[src/rtl/led_pattern_sequencer_pkg.sv]
// Shared mode codes, frame lengths and the LED pattern lookup for the running-light sequencer.
package led_seq_pkg;

    localparam logic [1:0] MODE_SHR    = 2'd0;
    localparam logic [1:0] MODE_SHL    = 2'd1;
    localparam logic [1:0] MODE_FILL   = 2'd2;
    localparam logic [1:0] MODE_BOUNCE = 2'd3;

    localparam logic [3:0] LAST_SHR    = 4'd8;
    localparam logic [3:0] LAST_SHL    = 4'd8;
    localparam logic [3:0] LAST_FILL   = 4'd8;
    localparam logic [3:0] LAST_BOUNCE = 4'd13;

    typedef enum logic {
        ST_RUN  = 1'b0,
        ST_HOLD = 1'b1
    } seq_state_t;

    function automatic logic [3:0] mode_last_idx(input logic [1:0] mode);
        logic [3:0] last;
        case (mode)
            MODE_SHR:  last = LAST_SHR;
            MODE_SHL:  last = LAST_SHL;
            MODE_FILL: last = LAST_FILL;
            default:   last = LAST_BOUNCE;
        endcase
        return last;
    endfunction

    // Every pattern blanks on its last step except BOUNCE, which walks back toward bit 7.
    function automatic logic [7:0] led_pattern(input logic [1:0] mode, input logic [3:0] idx);
        logic [7:0] pat;
        pat = 8'h00;
        case (mode)
            MODE_SHR:  if (idx < 4'd8) pat = 8'h80 >> idx;
            MODE_SHL:  if (idx < 4'd8) pat = 8'h01 << idx;
            MODE_FILL: if (idx < 4'd8) pat = ~(8'hFF >> (idx + 4'd1));
            default: begin
                if (idx < 4'd8)       pat = 8'h80 >> idx;
                else if (idx < 4'd14) pat = 8'h01 << (idx - 4'd7);
            end
        endcase
        return pat;
    endfunction

endpackage

[src/rtl/led_pattern_sequencer_if.sv]
// Mode request channel between the board controls and the sequencer.
interface led_pattern_sequencer_if;
    // Valid/ready: a transfer happens on a rising Clk when ModeValid and ModeReady are both high;
    // the requester holds ModeValid and Mode stable until it sees ModeReady.
    logic [1:0] Mode;
    logic       ModeValid;
    logic       ModeReady;

    modport master (output Mode, output ModeValid, input ModeReady);
    modport slave  (input Mode, input ModeValid, output ModeReady);
endinterface

[src/rtl/led_pattern_sequencer_tick_gen.sv]
// Step prescaler: one Tick every CLK_DIV enabled cycles; the count freezes while En is low.
module led_tick_gen #(
    parameter int unsigned CLK_DIV = 4
) (
    input  logic Clk,
    input  logic RST_n,
    input  logic En,
    output logic Tick
);
    localparam int unsigned CW = (CLK_DIV > 1) ? $clog2(CLK_DIV) : 1;
    localparam logic [CW-1:0] LAST = CW'(CLK_DIV - 1);

    logic [CW-1:0] r_cnt;
    logic          w_wrap;

    assign w_wrap = (r_cnt == LAST);
    assign Tick   = En & w_wrap;

    always_ff @(posedge Clk or negedge RST_n) begin
        if (!RST_n) begin
            r_cnt <= '0;
        end else if (En) begin
            r_cnt <= w_wrap ? '0 : r_cnt + 1'b1;
        end
    end
endmodule

[src/rtl/led_pattern_sequencer.sv]
// Running-light sequencer: steps the current pattern on each tick and swaps modes only at frame boundaries.
module led_pattern_sequencer
    import led_seq_pkg::*;
#(
    parameter int unsigned CLK_DIV = 4
) (
    input  logic                    Clk,
    input  logic                    RST_n,
    input  logic                    En,
    led_pattern_sequencer_if.slave  mode_if,
    output logic [7:0]              LED,
    output logic                    FrameDone,
    output logic [1:0]              CurMode,
    output seq_state_t              DbgState
);
    seq_state_t r_state;
    seq_state_t w_state_next;

    logic [1:0] r_cur_mode;
    logic [3:0] r_idx;
    logic       r_pend_valid;
    logic [1:0] r_pend_mode;
    logic [7:0] r_led;
    logic       r_frame_done;

    logic       w_tick;
    logic       w_last;
    logic       w_xfer;
    logic       w_boundary;
    logic [1:0] w_next_mode;
    logic [3:0] w_next_idx;
    logic [7:0] w_next_led;

    led_tick_gen #(.CLK_DIV(CLK_DIV)) u_tick (
        .Clk  (Clk),
        .RST_n(RST_n),
        .En   (En),
        .Tick (w_tick)
    );

    always_ff @(posedge Clk or negedge RST_n) begin
        if (!RST_n) r_state <= ST_RUN;
        else        r_state <= w_state_next;
    end

    // A request landing on the boundary cycle bypasses the slot and takes effect immediately.
    always_comb begin
        w_state_next = r_state;
        w_last       = (r_idx == mode_last_idx(r_cur_mode));
        w_xfer       = mode_if.ModeValid & ~r_pend_valid;
        w_boundary   = 1'b0;
        w_next_mode  = r_cur_mode;
        w_next_idx   = r_idx;
        w_next_led   = r_led;

        w_state_next = En ? ST_RUN : ST_HOLD;

        if (r_pend_valid)  w_next_mode = r_pend_mode;
        else if (w_xfer)   w_next_mode = mode_if.Mode;

        if (w_tick) begin
            if (w_last) begin
                w_boundary = 1'b1;
                w_next_idx = 4'd0;
                w_next_led = led_pattern(w_next_mode, 4'd0);
            end else begin
                w_next_idx = r_idx + 4'd1;
                w_next_led = led_pattern(r_cur_mode, r_idx + 4'd1);
            end
        end
    end

    always_ff @(posedge Clk or negedge RST_n) begin
        if (!RST_n) begin
            r_cur_mode   <= MODE_SHR;
            r_idx        <= 4'd0;
            r_pend_valid <= 1'b0;
            r_pend_mode  <= MODE_SHR;
            r_led        <= 8'h80;
            r_frame_done <= 1'b0;
        end else begin
            r_frame_done <= w_boundary;
            r_idx        <= w_next_idx;
            r_led        <= w_next_led;
            if (w_boundary) begin
                r_cur_mode   <= w_next_mode;
                r_pend_valid <= 1'b0;
            end else if (w_xfer) begin
                r_pend_valid <= 1'b1;
                r_pend_mode  <= mode_if.Mode;
            end
        end
    end

    assign mode_if.ModeReady = ~r_pend_valid;
    assign LED               = r_led;
    assign FrameDone         = r_frame_done;
    assign CurMode           = r_cur_mode;
    assign DbgState          = r_state;
endmodule
[src/flat_wrapper.sv]
// flat-port wrapper written by rule: the top's interface ports become plain ports
module led_pattern_sequencer_flat import led_seq_pkg::*;
#(
    parameter int unsigned CLK_DIV = 4
)
  (Clk, RST_n, En, LED, FrameDone, CurMode, DbgState, mode_if_Mode, mode_if_ModeValid, mode_if_ModeReady);
  led_pattern_sequencer_if mode_if_i ();
  input  logic Clk;
  input  logic RST_n;
  input  logic En;
  output logic [7:0] LED;
  output logic FrameDone;
  output logic [1:0] CurMode;
  output seq_state_t DbgState;
  input wire logic [$bits(mode_if_i.Mode)-1:0] mode_if_Mode;
  input wire logic [$bits(mode_if_i.ModeValid)-1:0] mode_if_ModeValid;
  output wire logic [$bits(mode_if_i.ModeReady)-1:0] mode_if_ModeReady;
  assign mode_if_i.Mode = mode_if_Mode;
  assign mode_if_i.ModeValid = mode_if_ModeValid;
  assign mode_if_ModeReady = mode_if_i.ModeReady;
  led_pattern_sequencer #(.CLK_DIV(CLK_DIV)) u_core (.Clk(Clk), .RST_n(RST_n), .En(En), .mode_if(mode_if_i), .LED(LED), .FrameDone(FrameDone), .CurMode(CurMode), .DbgState(DbgState));
endmodule
[config.mk]
export PLATFORM = sky130hd
export DESIGN_NAME = led_pattern_sequencer_flat
export DESIGN_NICKNAME = d
export VERILOG_FILES = /design/src/rtl/led_pattern_sequencer_pkg.sv /design/src/rtl/led_pattern_sequencer_if.sv /design/src/rtl/led_pattern_sequencer_tick_gen.sv /design/src/rtl/led_pattern_sequencer.sv /design/src/flat_wrapper.sv
export SDC_FILE = /design/constraint.sdc
export NUM_CORES = 1
export LEC_CHECK = 0
export ABC_AREA = 1
export CORE_UTILIZATION = 30
export DETAILED_ROUTE_END_ITERATION = 16
export DONT_BUFFER_PORTS = 1
export PLACE_DENSITY = 0.4
export SKIP_LAST_GASP = 1
export SLEW_MARGIN = 25
export SYNTH_ARGS = -nofsm -noshare
export SYNTH_HDL_FRONTEND = slang
export SYNTH_SLANG_ARGS = --single-unit
[constraint.sdc]
create_clock -name Clk -period 3 [get_ports Clk]
set_input_delay 0.9 -clock Clk [delete_from_list [all_inputs] [get_ports Clk]]
set_output_delay 0.9 -clock Clk [all_outputs]
set_load 0.05 [all_outputs]
==> results of run 1 <==
## layout by cell type (no fill, tap or decap), types with 3 or more instances in the layout
cell      count
nand4_1      15
nand2_2       5
nand3_1      26
nor2_4        3
inv_1        17
nand2_1      60
o22ai_1       3
nor2_1       28
a21oi_1      10
ha_1         11
o21ai_0      10
clkbuf_8      3
dfrtp_1      20
## power by group through the flow
stage | Clock, W | Combinational [W] | Sequential [W]
detailed placement | 0 | 0.00109 | 0.000725
global route | 0.000204 | 0.00127 | 0.000735
finish | 0.000186 | 0.00109 | 0.000719
global placement | 0 | 0.00110 | 0.000725
CTS | 0.000198 | 0.00110 | 0.000720
floorplan | 0 | 0.000938 | 0.000685
## routing by layer
layer  routed length (µm)  GRT usage  vias to the layer above
met3                  103     0.0187                        4
met1                 2100      0.241                      723
li1                     -          -                      757
met2                 1920      0.263                       19
met4                   39     0.0432                        0
met5                    0          0                        -
## cell families after synthesis
kind of cell    count (synthesis)  share of synthesized area
flops                          21                      0.328
buf+inv                        25                     0.0825
simple gates                  143                      0.415
compound gates                 26                     0.0895
fa+ha+maj                      11                     0.0856
## layout make-up
class / instances / area share
clock buffer: 3 / 0.0243
clock inverter: 1 / 0.00295
inverter: 19 / 0.0428
multi-input combinational: 180 / 0.559
sequential: 21 / 0.310
tap: 70 / 0.0516
timing repair buffer: 2 / 0.00885
## critical path: stages, from the launching register on
cell,delay (ps)
dfrtp_1,570
inv_1,200
ha_1,360
nand2_2,160
nor2_1,60
ha_1,470
nand2_1,160
nor3_1,150
or2_2,130
nand4_1,70
nand2_1,70
nand2_1,40
## state kept, by name (all words and copies together) (netlist names)
signal,cells
u_core.CurMode,2
u_core.DbgState,1
u_core.FrameDone,1
u_core.LED,8
u_core.r_idx,4
u_core.r_pend_mode,2
u_core.r_pend_valid,1
u_core.u_tick.r_cnt,2
## cells in the mapped netlist, drive strengths merged
| master | number | area, µm² |
|---|---|---|
| o22ai | 3 | 18.8 |
| o211ai | 1 | 7.51 |
| nand4 | 15 | 93.8 |
| nor3 | 2 | 10.0 |
| buf | 5 | 56.3 |
| dfrtp | 20 | 500 |
| o21ai | 12 | 67.6 |
| nand3 | 28 | 150 |
| ha | 11 | 138 |
| nand2 | 66 | 268 |
| or2 | 1 | 6.26 |
| a21oi | 10 | 50.1 |
| nor2 | 31 | 139 |
| clkinv | 1 | 5.00 |
| inv | 18 | 67.6 |
| clkbuf | 1 | 3.75 |
| dfstp | 1 | 26.3 |
## worst max-delay path by stage
stage,depth (start not counted),end
floorplan,13,u_core.LED[4]
global placement,12,u_core.LED[5]
detailed placement,10,u_core.LED[4]
CTS,10,u_core.LED[4]
global route,11,u_core.LED[6]
finish,11,u_core.LED[6]
## through the flow
stage	utilization	hold WS (ps)	setup slack [ps]	cells
4_1_cts	0.330	315	470	296
6_report	0.330	323	446	296
3_5_place_dp	0.321	486	513	292
5_1_grt	0.330	309	144	296
3_3_place_gp	0.321	463	558	292
2_1_floorplan	-	446	729	226
==> run_results.csv, run 1 <==
group,metric,value,unit
synthesis,synth_fp_nets,243,
setup_path,path_max_fanout,11,
timing,slew_headroom,0.542,
drt,drt-total-wl,4.16,mm
placed_design,placed_area,1650,µm²
pwr,pwr-share-comb,0.548,
pwr,p_int,0.000836,W
setup_path,r2r_setup_slack,450,ps
global_route,grt_max_degree,30,
setup_path,end_kind,"register",
hold_path,hp-class,"in2async",
job,max-cap-violations,0,
setup_path,rr_endpoint,"u_core.LED[6]",
synthesis,synth_seq_area_share,0.328,
clock_tree,cts.repair.resized,0,
pwr,p_sw,0.00116,W
synthesis,yosysWarnings,0,
pwr,leakagePower,0.811,nW
drt,first_pass_iters,4,
cells_and_area,multiInputGateArea,948,µm²
drt,initialDrtViolationCount,109,
global_route,first_global_vias,1450,
placed_design,port_buffers,0,
setup_path,criticalPathCategory,"reg2reg",
synthesis,synth_seq_cells,21,
clock_tree,clockBufferDepth,2,
drt,vias,1503,
global_route,antenna_found_initial,0,
timing,hold_violations,0,
clock_tree,tritoncts,"done",
timing,drv_slew,0,
timing,finalSetupViolCount,0,
timing,period_needed,2550,ps
die,dieHeight,75.2,µm
clock_tree,cts_buffers,3,
setup_path,reg2reg_from,"u_core.r_idx[0]",
cells_and_area,fillers,590,
pwr,cellPowerDensity,1180,nW/µm²
synthesis,syn_avg_cell_area,7.11,µm²
die,ios,19,
setup_path,cp-start-kind,"register",
clock_tree,cts_setup_buffers,0,
die,rows,26,
die,fp.dieArea,5660,µm²
cells_and_area,area_delta_synth_final,5.53,%
timing,worst_pin_slew,688,ps
status,status,"finished clean",
placed_design,hpwl,3.12,mm
global_route,grt-ovfl-total,0,
timing,fin_skew,5.66,ps
setup_path,arrival,2710,ps
timing,rsz0062_at_grt,"no",
setup_path,cp.required,3150,ps
setup_path,cp-startpoint,"u_core.r_idx[0]",
drt,drc,0,
placed_design,routabilityCongestion,0.863,
pwr,seqPwrFrac,0.359,
drt,wl_per_cell,14.0,µm
global_route,grt_pass1_wl,7.03,mm
timing,fin_crit_sh,0.851,
pwr,vdd_drop_max,0.000496,V
clock_tree,clk_pin_slew,80,ps
die,initial_core_util,0.313,
synthesis,synth.distinct_cells,25,
global_route,track_usage,0.166,
pwr,p_clk_frac,0.093,
synthesis,syn_inst,226,
pwr,power,0.00200,W
drt,via_per_inst,5.08,
setup_path,r2r_cells,11,
die,core,5140,µm²
pwr,power_switching_share,0.582,
clock_tree,root_buffer,"clkbuf_8",
cells_and_area,final_area,1700,µm²
cells_and_area,seq_area,527,µm²
die,die_w,75.2,µm
synthesis,syn_area,1610,µm²
clock_tree,h-tree-depth,1,
clock_tree,cts_sinks,21,
drt,ant_nets,0,
cells_and_area,insertedDiodeCount,0,
clock_tree,insertion_delay,260,ps
clock_tree,hold_buffers,0,
timing,max_freq,0.392,GHz
cells_and_area,nets,244,
cells_and_area,drive_above_1_share,0.102,
timing,setup_tns,0,ps
Power figures use the tool's default switching activity.
==> inputs of run 2 (changes only) <==
- CORE_MARGIN: not set -> 2
==> run_results.csv, run 2 (same netlist as run 1, synthesis figures left out) <==
group,metric,value,unit
cells_and_area,area_delta_synth_final,5.53,%
drt,drc,0,
die,dieHeight,77.2,µm
clock_tree,cts_sinks,21,
timing,drv_slew,0,
die,rows,26,
cells_and_area,final_common_cell,"nand2_1",
global_route,grt-ovfl-total,0,
global_route,track_usage,0.158,
drt,drt-total-wl,4.27,mm
cells_and_area,insertedDiodeCount,0,
timing,fin_skew,5.52,ps
drt,initialDrtViolationCount,83,
pwr,cellPowerDensity,1190,nW/µm²
cells_and_area,most-common-layout-cells,"nand2_1 (60), nor2_1 (28), nand3_1 (26), dfrtp_1 (20), inv_1 (17)",
clock_tree,cts.repair.resized,0,
global_route,gr-usage-met3,0.0247,
timing,fin_ws,418,ps
placed_design,routabilityCongestion,0.815,
setup_path,cp-start-kind,"register",
clock_tree,root_buffer,"clkbuf_8",
die,core,5140,µm²
clock_tree,clk_pin_slew,80,ps
die,die_w,77.2,µm
placed_design,dpl_worst_slack,454,ps
clock_tree,tritoncts,"done",
timing,finalSetupViolCount,0,
setup_path,cp_top_family,"simple AND/OR/NAND/NOR gates",
timing,period_needed,2580,ps
setup_path,arrival,2740,ps
timing,hold_violations,0,
setup_path,end_kind,"register",
cells_and_area,drive_above_1_share,0.102,
pwr,vdd_drop_max,0.000430,V
drt,first_pass_iters,4,
placed_design,port_buffers,0,
setup_path,cp_slowest_cell,"dfrtp_1",
global_route,antenna_found_initial,0,
global_route,grt_max_degree,30,
global_route,use_met1,0.231,
clock_tree,cts_buffers,3,
setup_path,worst-path-buf-inv,1,
job,max-cap-violations,0,
drt,vias,1506,
cells_and_area,nets,244,
global_route,first_global_vias,1497,
timing,setup_tns,0,ps
setup_path,cp.required,3160,ps
die,initial_core_util,0.313,
clock_tree,clockBufferDepth,2,
setup_path,cp_common_cell,"nand2_1",
setup_path,criticalPathCategory,"reg2reg",
global_route,busiest_layer,"met1",
drt,wl_per_cell,14.4,µm
hold_path,hp-class,"in2async",
setup_path,path_max_fanout,11,
timing,rsz0062_at_grt,"no",
die,ios,19,
timing,worst_pin_slew,700,ps
drt,via_per_inst,5.09,
timing,fin_crit_sh,0.861,
placed_design,hpwl,3.21,mm
clock_tree,hold_buffers,0,
clock_tree,insertion_delay,270,ps
timing,slew_headroom,0.534,
clock_tree,cts_setup_buffers,0,
setup_path,crit_chain,"inv_1 > ha_1 > nand2_2 > nor2_1 > ha_1 > nand2_1 > nor3_1 > or2_2 > nand4_1 > nand2_1 > nand2_1",
timing,max_freq,0.387,GHz
cells_and_area,largest_reg_flops,8,
pwr,leakagePower,0.811,nW
clock_tree,h-tree-depth,1,
global_route,grt_pass1_wl,7.46,mm
drt,ant_nets,0,
global_route,grtUsageMet2,0.226,
status,status,"finished clean",
die,fp.dieArea,5960,µm²
setup_path,cp_slowest_stage_delay,570,ps
cells_and_area,utilization,0.330,
==> run 2: cell counts in the layout (fill, tap and decap cells not counted) <==
No cell type changed its count.
==> run 2: final cells by class <==
type / instances / area (µm²)
fill: 602 / 3440
multi-input combinational: 180 / 948
sequential: 21 / 527
tap: 70 / 87.6
inverter: 19 / 72.6
clock buffer: 3 / 41.3
timing repair buffer: 2 / 15.0
clock inverter: 1 / 5.00
==> run 2: final timing paths <==
check / startpoint / to / slack (ps) / depth (start not counted)
hold reg to reg: u_core.u_tick.r_cnt[0] / u_core.u_tick.r_cnt[0] / 480 / 1
hold / removal: RST_n / u_core.r_pend_mode[1] / 310 / 0
setup / recovery: u_core.r_idx[0] / u_core.LED[6] / 420 / 11
max in group asynchronous: RST_n / u_core.LED[7] / 2520 / 0
setup reg to reg: u_core.r_idx[0] / u_core.LED[6] / 420 / 11
min in group Clk: u_core.u_tick.r_cnt[0] / u_core.u_tick.r_cnt[0] / 480 / 1
==> run 2: power breakdown <==
| part | switching, W | internal (W) | total (W) |
|---|---|---|---|
| clock | 0.0000988 | 0.0000928 | 0.000192 |
| sequential | 0.000328 | 0.000392 | 0.000720 |
| combinational | 0.000754 | 0.000353 | 0.00111 |
| total | 0.00118 | 0.000838 | 0.00202 |
==> run 2: stage by stage <==
stage	std cells	instance area, µm²	hold slack [ps]	total power [W]
after floorplan	226	1610	446	0.00162
after global placement	292	1650	463	0.00182
after detailed placement	292	1650	471	0.00182
after CTS	296	1700	309	0.00203
after global routing	296	1700	301	0.00224
final	296	1700	314	0.00202
==> run 2: metal layers <==
layer | vias up | part of all wire
met1 | 708 | 0.51
met4 | 0 | 0.025
li1 | 759 | -
met3 | 9 | 0.044
met2 | 30 | 0.42
met5 | - | 0
==> inputs of run 3 (changes only) <==
- SETUP_SLACK_MARGIN: not set -> 0.05
==> results of run 3 <==
Same layout as run 2: the final DEF is identical, and so are final timing and power.
